===== config.mk =====
export PLATFORM = sky130hd
export DESIGN_NAME = code_gen
export DESIGN_NICKNAME = d
export VERILOG_FILES = /design/src/rtl/code_gen_pkg.sv /design/src/rtl/code_gen_lfsr16.sv /design/src/rtl/code_gen.sv
export SDC_FILE = /design/constraint.sdc
export NUM_CORES = 1
export LEC_CHECK = 0
export BUFFER_PORTS_ARGS = -buffer_cell sky130_fd_sc_hd__buf_2
export CAP_MARGIN = 5
export CORE_ASPECT_RATIO = 2
export CORE_MARGIN = 1
export CORE_UTILIZATION = 53
export CTS_CLUSTER_DIAMETER = 50
export DETAILED_ROUTE_END_ITERATION = 12
export PLACE_DENSITY_LB_ADDON = 0.1
export SLEW_MARGIN = 5
export SYNTH_ARGS = -nofsm -noshare
export SYNTH_HDL_FRONTEND = slang
export SYNTH_SLANG_ARGS = --single-unit

===== constraint.sdc =====
create_clock -name clk -period 2.3 [get_ports clk]
set_input_delay 0.46 -clock clk [delete_from_list [all_inputs] [get_ports clk]]
set_output_delay 0.46 -clock clk [all_outputs]
set_load 0.02 [all_outputs]

===== src/rtl/code_gen_pkg.sv =====
// Shared types and constants for the secret-code generator.
package code_pkg;

  typedef enum logic [2:0] {
    ST_IDLE,
    ST_GEN,
    ST_SHOW,
    ST_GAP,
    ST_ARMED,
    ST_DONE
  } state_e;

  localparam int unsigned NUM_DIGITS = 4;
  localparam int unsigned DIGIT_W    = 3;
  localparam logic [15:0] LFSR_MASK  = 16'hB400;

endpackage


===== src/rtl/code_gen_lfsr16.sv =====
// Free-running 16-bit right-shift Galois LFSR, reloaded with SEED on reset.
module lfsr16
  import code_pkg::*;
#(
  parameter logic [15:0] SEED = 16'hACE1
) (
  input  logic        clk,
  input  logic        reset,
  output logic [15:0] q
);

  logic [15:0] q_q;
  logic [15:0] q_d;

  always_comb begin
    q_d = {1'b0, q_q[15:1]} ^ (q_q[0] ? LFSR_MASK : '0);
  end

  always_ff @(posedge clk) begin
    if (reset) q_q <= SEED;
    else       q_q <= q_d;
  end

  assign q = q_q;

endmodule


===== src/rtl/code_gen.sv =====
// Generates a 4-digit code, shows each digit in turn, then arms the checker
// and waits for pass (new round), start (regenerate) or timeout (idle).
module code_gen
  import code_pkg::*;
#(
  parameter int unsigned SHOW_CYCLES    = 50_000_000,
  parameter int unsigned GAP_CYCLES     = 12_500_000,
  parameter int unsigned TIMEOUT_CYCLES = 500_000_000,
  parameter logic [15:0] LFSR_SEED      = 16'hACE1
) (
  input  logic       clk,
  input  logic       reset,
  input  logic       start,
  input  logic       pass_flag,
  output logic [2:0] num_1,
  output logic [2:0] num_2,
  output logic [2:0] num_3,
  output logic [2:0] num_4,
  output logic       code_valid,
  output logic       show_en,
  output logic [2:0] show_digit,
  output logic [1:0] show_idx,
  output logic       busy,
  output logic [7:0] round_cnt,
  output logic       timeout_flag
);

  state_e                                   state_q, state_d;
  logic [1:0]                               idx_q, idx_d;
  logic [1:0]                               show_idx_q, show_idx_d;
  logic [31:0]                              timer_q, timer_d;
  logic [NUM_DIGITS-1:0][DIGIT_W-1:0]       num_q, num_d;
  logic [7:0]                               round_cnt_q, round_cnt_d;
  logic                                     timeout_q, timeout_d;
  logic [15:0]                              lfsr_q;
  logic                                     unused_lfsr_hi;

  lfsr16 #(.SEED(LFSR_SEED)) u_lfsr (
    .clk   (clk),
    .reset (reset),
    .q     (lfsr_q)
  );

  assign unused_lfsr_hi = ^lfsr_q[15:3];

  always_comb begin
    state_d     = state_q;
    idx_d       = idx_q;
    show_idx_d  = show_idx_q;
    timer_d     = timer_q;
    num_d       = num_q;
    round_cnt_d = round_cnt_q;
    timeout_d   = 1'b0;
    unique case (state_q)
      ST_IDLE: begin
        if (start) begin
          state_d = ST_GEN;
          idx_d   = '0;
        end
      end
      ST_GEN: begin
        // A zero draw is skipped so every digit lands in 1..7.
        if (lfsr_q[2:0] != '0) begin
          num_d[idx_q] = lfsr_q[2:0];
          if (idx_q == 2'd3) begin
            state_d    = ST_SHOW;
            show_idx_d = '0;
            timer_d    = '0;
          end else begin
            idx_d = idx_q + 2'd1;
          end
        end
      end
      ST_SHOW: begin
        if (timer_q == SHOW_CYCLES - 1) begin
          state_d = ST_GAP;
          timer_d = '0;
        end else begin
          timer_d = timer_q + 32'd1;
        end
      end
      ST_GAP: begin
        if (timer_q == GAP_CYCLES - 1) begin
          timer_d = '0;
          if (show_idx_q == 2'd3) begin
            state_d = ST_ARMED;
          end else begin
            state_d    = ST_SHOW;
            show_idx_d = show_idx_q + 2'd1;
          end
        end else begin
          timer_d = timer_q + 32'd1;
        end
      end
      ST_ARMED: begin
        if (pass_flag) begin
          state_d = ST_DONE;
        end else if (start) begin
          state_d = ST_GEN;
          idx_d   = '0;
        end else if (timer_q == TIMEOUT_CYCLES - 1) begin
          state_d   = ST_IDLE;
          timeout_d = 1'b1;
        end else begin
          timer_d = timer_q + 32'd1;
        end
      end
      ST_DONE: begin
        if (round_cnt_q != 8'hFF) round_cnt_d = round_cnt_q + 8'd1;
        state_d = ST_GEN;
        idx_d   = '0;
      end
      default: state_d = ST_IDLE;
    endcase
  end

  always_ff @(posedge clk) begin
    if (reset) begin
      state_q     <= ST_IDLE;
      idx_q       <= '0;
      show_idx_q  <= '0;
      timer_q     <= '0;
      num_q       <= '0;
      round_cnt_q <= '0;
      timeout_q   <= 1'b0;
    end else begin
      state_q     <= state_d;
      idx_q       <= idx_d;
      show_idx_q  <= show_idx_d;
      timer_q     <= timer_d;
      num_q       <= num_d;
      round_cnt_q <= round_cnt_d;
      timeout_q   <= timeout_d;
    end
  end

  assign num_1        = num_q[0];
  assign num_2        = num_q[1];
  assign num_3        = num_q[2];
  assign num_4        = num_q[3];
  assign code_valid   = (state_q == ST_ARMED);
  assign show_en      = (state_q == ST_SHOW);
  assign show_digit   = (state_q == ST_SHOW) ? num_q[show_idx_q] : '0;
  assign show_idx     = (state_q == ST_SHOW || state_q == ST_GAP) ? show_idx_q : '0;
  assign busy         = (state_q == ST_GEN) || (state_q == ST_SHOW) || (state_q == ST_GAP);
  assign round_cnt    = round_cnt_q;
  assign timeout_flag = timeout_q;

endmodule


==> flow_summary_export.csv <==
group,metric,value,unit
worst_hold_path,worst_hold_path.num_cells,1,
synthesis,syn_area_per_cell,8.441,um2
setup_path,regToRegSetupSlack,-0.009,ns
floorplan,ios,33,
setup_path,maximum_cell_stage_delay_along_the_critical_path,0.54,ns
setup_path,launch_point_of_the_worst_path,"state_q[0]",
job,drv_cap,0,
final_layout,layout-area-overhead-vs-synth,27.52,%
synthesis,seq_area_frac_synth,40.41,%
setup_path,critical_path_arrival,2.54,ns
clock_network,insertion_delay,0.33,ns
final_layout,layout.cell_area.non_filler,4801,um2
route,drt_pass1_iterations,5,
setup_path,crit_path_max_fanout,2,
power,worst_ir_drop_vdd,0.5610,mV
synthesis,synth_cell_type_count,52,
global_route,number_of_global_route_vias_before_repair,3381,
synthesis,synth.net_count,457,
synthesis,dominantRegCellSynth,"sky130_fd_sc_hd__dfxtp_1",
setup_path,worstSetupPathType,"flop to flop",
sta,achievable-frequency,433.0,MHz
global_route,number_of_antenna_violations_at_the_first_check_in_global_routing,0,
synthesis,postSynth.asyncResetShare,0,%
placement,hpwl,7272,um
sta,timing.final.crit_share,100.4,%
placement,buffer_ports.inserted,32,
global_route,global_route.overflow_total,0,
route,route.detailed.drc,0,
clock_network,cts-root-to-sink-buffers,2,
clock_network,tritoncts.num_buffers,9,
placement,gp_routability_congestion,0.8823,
sta,max_slew.worst_pin.slew,0.8742,ns
worst_hold_path,holdCritStartpoint,"u_lfsr.q[7]",
placement,place_area,4330,um2
floorplan,dieArea,7465,um2
global_route,grt_pass1_wl,15480,um
clock_network,clock_sink_count,76,
sta,final-hold-violation-count,0,
setup_path,critPathRequiredTime,2.53,ns
power,leakagePower,1.857,nW
floorplan,rows,43,
clock_network,htree_levels,3,
final_layout,layoutNonFillerInstCount,609,
global_route,grt_max_degree,42,
synthesis,yosys_register_bits,76,
worst_hold_path,worst_hold_path.endpoint,"u_lfsr.q[6]",
route,wl_per_cell,16.40,um
placement,post-place-cells,591,
final_layout,utilization,69.71,%
power,power.density,679.8,nW/um2
final_layout,seq_area,1526,um2
setup_path,worstRegToRegCells,7,
route,drtAntennaViolNets,0,
synthesis,synth_enable_flop_cells,0,
worst_hold_path,hold_class,"flop to flop",
global_route,grtUsageTotal,28.03,%
sta,finalClockSkew,0.004843,ns
floorplan,initial_utilization,54.67,%
sta,final.min_clock_period,2.309,ns
route,vias,3514,
clock_network,post_cts_hold_buffer_count,0,
final_layout,antenna_cells,0,
route,routed_wirelength,9990,um
sta,timing.slew.headroom,40.22,%
final_layout,net_total_in_the_final_layout,527,
clock_network,cts.clk_slew.worst_paths,0.05,ns
setup_path,critPathLaunchType,"flop",
sta,slew_viol_final,0,
setup_path,crit_path_end_kind,"flop",
setup_path,critical-path-slowest-cell,"sky130_fd_sc_hd__or4b_1",
final_layout,multi_input_comb_area,2212,um2
setup_path,cp_cell_sequence,"or4b_1, or4_4, nor3_4, buf_4, o21bai_1, a211o_1, o31ai_1",
clock_network,cts_root_buffer,"sky130_fd_sc_hd__clkbuf_16",
setup_path,worst_r2r_startpoint,"state_q[0]",
floorplan,core_region_area,6887,um2
synthesis,synth.cell_area,3765,um2
sta,final_critical_path_setup_slack,-0.009325,ns
setup_path,r2r-end,"state_q[0]",
floorplan,fp.dieW,61.60,um
final_layout,fill_cells,600,
clock_network,tritoncts,"built",
status,violations,"setup timing",
status,status,"complete, but fails checks",
sta,rsz0062_at_grt,"yes",
synthesis,synthesis.yosys.warnings,0,
synthesis,synthCells,446,
floorplan,dieHeight,121.2,um
final_layout,layout-drive-gt1-share,25.82,%
sta,finalSetupViolations,1,
route,dr.first_iter.drc_count,204,
route,vias_per_cell,5.770,
[cells in the final DEF, fill, tap and decap left out, types with 3 or more instances in the layout]
cell type / count
sky130_fd_sc_hd__buf_2: 32
sky130_fd_sc_hd__or3_1: 4
sky130_fd_sc_hd__or4_4: 3
sky130_fd_sc_hd__nand2b_1: 5
sky130_fd_sc_hd__nor2b_1: 9
sky130_fd_sc_hd__mux4_2: 3
sky130_fd_sc_hd__ha_1: 5
sky130_fd_sc_hd__nor3_1: 11
sky130_fd_sc_hd__nor4_1: 5
sky130_fd_sc_hd__and3_1: 11
sky130_fd_sc_hd__and2_1: 6
sky130_fd_sc_hd__dfxtp_1: 72
sky130_fd_sc_hd__o21ai_0: 8
sky130_fd_sc_hd__xor2_1: 16
sky130_fd_sc_hd__nor2_1: 56
sky130_fd_sc_hd__clkbuf_16: 11
sky130_fd_sc_hd__dfxtp_2: 4
sky130_fd_sc_hd__buf_4: 48
sky130_fd_sc_hd__nor4b_1: 3
sky130_fd_sc_hd__nor3_4: 3
sky130_fd_sc_hd__or2_2: 8
sky130_fd_sc_hd__or4_1: 7
sky130_fd_sc_hd__a22oi_1: 3
sky130_fd_sc_hd__inv_1: 9
sky130_fd_sc_hd__o31ai_1: 6
sky130_fd_sc_hd__nand3_1: 31
sky130_fd_sc_hd__nand2_1: 39
sky130_fd_sc_hd__nand4b_1: 5
sky130_fd_sc_hd__nand4_1: 12
sky130_fd_sc_hd__a21oi_1: 21
sky130_fd_sc_hd__xnor2_1: 16
[worst max-delay path by stage]
| stage | end | slack [ns] | cells past startpoint |
|---|---|---|---|
| after detailed placement | show_idx_q[0] | -0.03 | 6 |
| after floorplan | show_idx_q[0] | 0.005 | 6 |
| after global routing | state_q[0] | -0.11 | 7 |
| after CTS | state_q[0] | 0.01 | 6 |
| final | state_q[0] | -0.009 | 7 |
| after global placement | state_q[0] | -0.02 | 8 |
[flip-flops by register name, indices dropped and copies added (netlist names)]
name          cells
show_idx_q        2
timer_q          32
u_lfsr.q         16
state_q           3
round_cnt         8
num_4             3
idx_q             2
timeout_flag      1
num_3             3
num_2             3
num_1             3
[final cells by class]
cell class	instances	area share (%)
clock buffer	10	4.978
tap	90	2.346
multi-input combinational	336	46.08
clock inverter	4	1.564
sequential	76	31.80
timing repair buffer	84	12.54
inverter	9	0.7037
[where the power goes]
| part | leakage (nW) | switching [W] | internal [W] |
|---|---|---|---|
| clock network | 0.147 | 0.000511 | 0.000966 |
| registers | 0.619 | 0.0000253 | 0.00136 |
| logic | 1.09 | 0.000244 | 0.000161 |
| total | 1.86 | 0.000780 | 0.00248 |
[routing by layer]
metal	vias to the layer above	GRT usage (%)	routed length [um]
met5	-	0	0
met4	0	15.00	520
met3	43	6.183	274
met2	92	52.02	5630
met1	1643	26.38	3566
li1	1736	-	-
[cells in the mapped netlist, types with 2 or more instances]
cell type	instances	area share, %
sky130_fd_sc_hd__nand2_1	39	3.9
sky130_fd_sc_hd__xnor2_1	16	3.7
sky130_fd_sc_hd__o21bai_1	2	0.40
sky130_fd_sc_hd__nor3b_1	2	0.40
sky130_fd_sc_hd__and2_1	6	1.0
sky130_fd_sc_hd__buf_2	5	0.66
sky130_fd_sc_hd__o31ai_1	8	1.6
sky130_fd_sc_hd__nor4b_1	3	0.70
sky130_fd_sc_hd__inv_1	9	0.90
sky130_fd_sc_hd__o211a_1	2	0.53
sky130_fd_sc_hd__dfxtp_1	76	40
sky130_fd_sc_hd__a21oi_1	22	2.9
sky130_fd_sc_hd__a211o_1	2	0.47
sky130_fd_sc_hd__nor3_1	12	1.6
sky130_fd_sc_hd__a31oi_1	2	0.33
sky130_fd_sc_hd__a2111oi_0	2	0.47
sky130_fd_sc_hd__or3_1	4	0.66
sky130_fd_sc_hd__or4_1	9	1.8
sky130_fd_sc_hd__nand4_1	12	2.0
sky130_fd_sc_hd__nor4_1	7	1.2
sky130_fd_sc_hd__and4bb_2	2	0.66
sky130_fd_sc_hd__nor2_1	56	5.6
sky130_fd_sc_hd__nor2b_1	9	1.5
sky130_fd_sc_hd__nand3_1	31	4.1
sky130_fd_sc_hd__xor2_1	16	3.7
sky130_fd_sc_hd__or2_2	8	1.3
sky130_fd_sc_hd__o21ai_0	8	1.1
sky130_fd_sc_hd__nand4b_1	5	1.2
sky130_fd_sc_hd__nand2b_1	5	0.83
sky130_fd_sc_hd__ha_1	7	2.3
sky130_fd_sc_hd__nor3_2	2	0.53
sky130_fd_sc_hd__clkbuf_1	20	2.0
sky130_fd_sc_hd__and3_1	11	1.8
sky130_fd_sc_hd__or4b_1	2	0.53
sky130_fd_sc_hd__mux4_2	3	1.8
sky130_fd_sc_hd__a22oi_1	3	0.60
sky130_fd_sc_hd__o21a_1	2	0.40
sky130_fd_sc_hd__a41oi_1	2	0.47
[cells by family (layout without fill, tap and decap cells)]
| kind of cell | Yosys count | count (layout) | synth area share, % |
|---|---|---|---|
| compound gates | 63 | 63 | 11.57 |
| xor+xnor | 32 | 32 | 7.444 |
| fa+ha+maj | 7 | 7 | 2.326 |
| buf+inv | 34 | 107 | 3.556 |
| flops | 76 | 76 | 40.41 |
| mux | 4 | 4 | 2.060 |
| simple gates | 230 | 230 | 32.64 |
[what timing repair did]
| action | CTS | global route |
|---|---|---|
| gates cloned | 0 | 2 |
| pin swaps | 2 | 0 |
| gates resized for setup | 7 | 14 |
| setup endpoints to repair | 2 | 21 |
| endpoints found under the hold margin | 0 | 0 |
| setup buffers | 0 | 2 |
[stage by stage]
| step | TNS (ns) | setup WS (ns) | total power (W) | hold WS (ns) |
|---|---|---|---|---|
| floorplan | 0 | 0.004936 | 0.001640 | 0.3895 |
| global placement | -0.01577 | -0.01577 | 0.001769 | 0.3947 |
| detailed placement | -0.03956 | -0.02532 | 0.001773 | 0.3958 |
| CTS | 0 | 0.01198 | 0.003245 | 0.4161 |
| global route | -1.190 | -0.1150 | 0.003397 | 0.4390 |
| finish | -0.009325 | -0.009325 | 0.003264 | 0.4099 |
[worst max-delay path, delay by kind of cell (launching register included)]
| kind | cells | cell delay, ns |
|---|---|---|
| simple gates | 3 | 1.13 |
| flops | 1 | 0.31 |
| buf+inv | 1 | 0.14 |
| compound gates | 3 | 0.64 |
No activity file was read; power rests on OpenSTA's default activity.
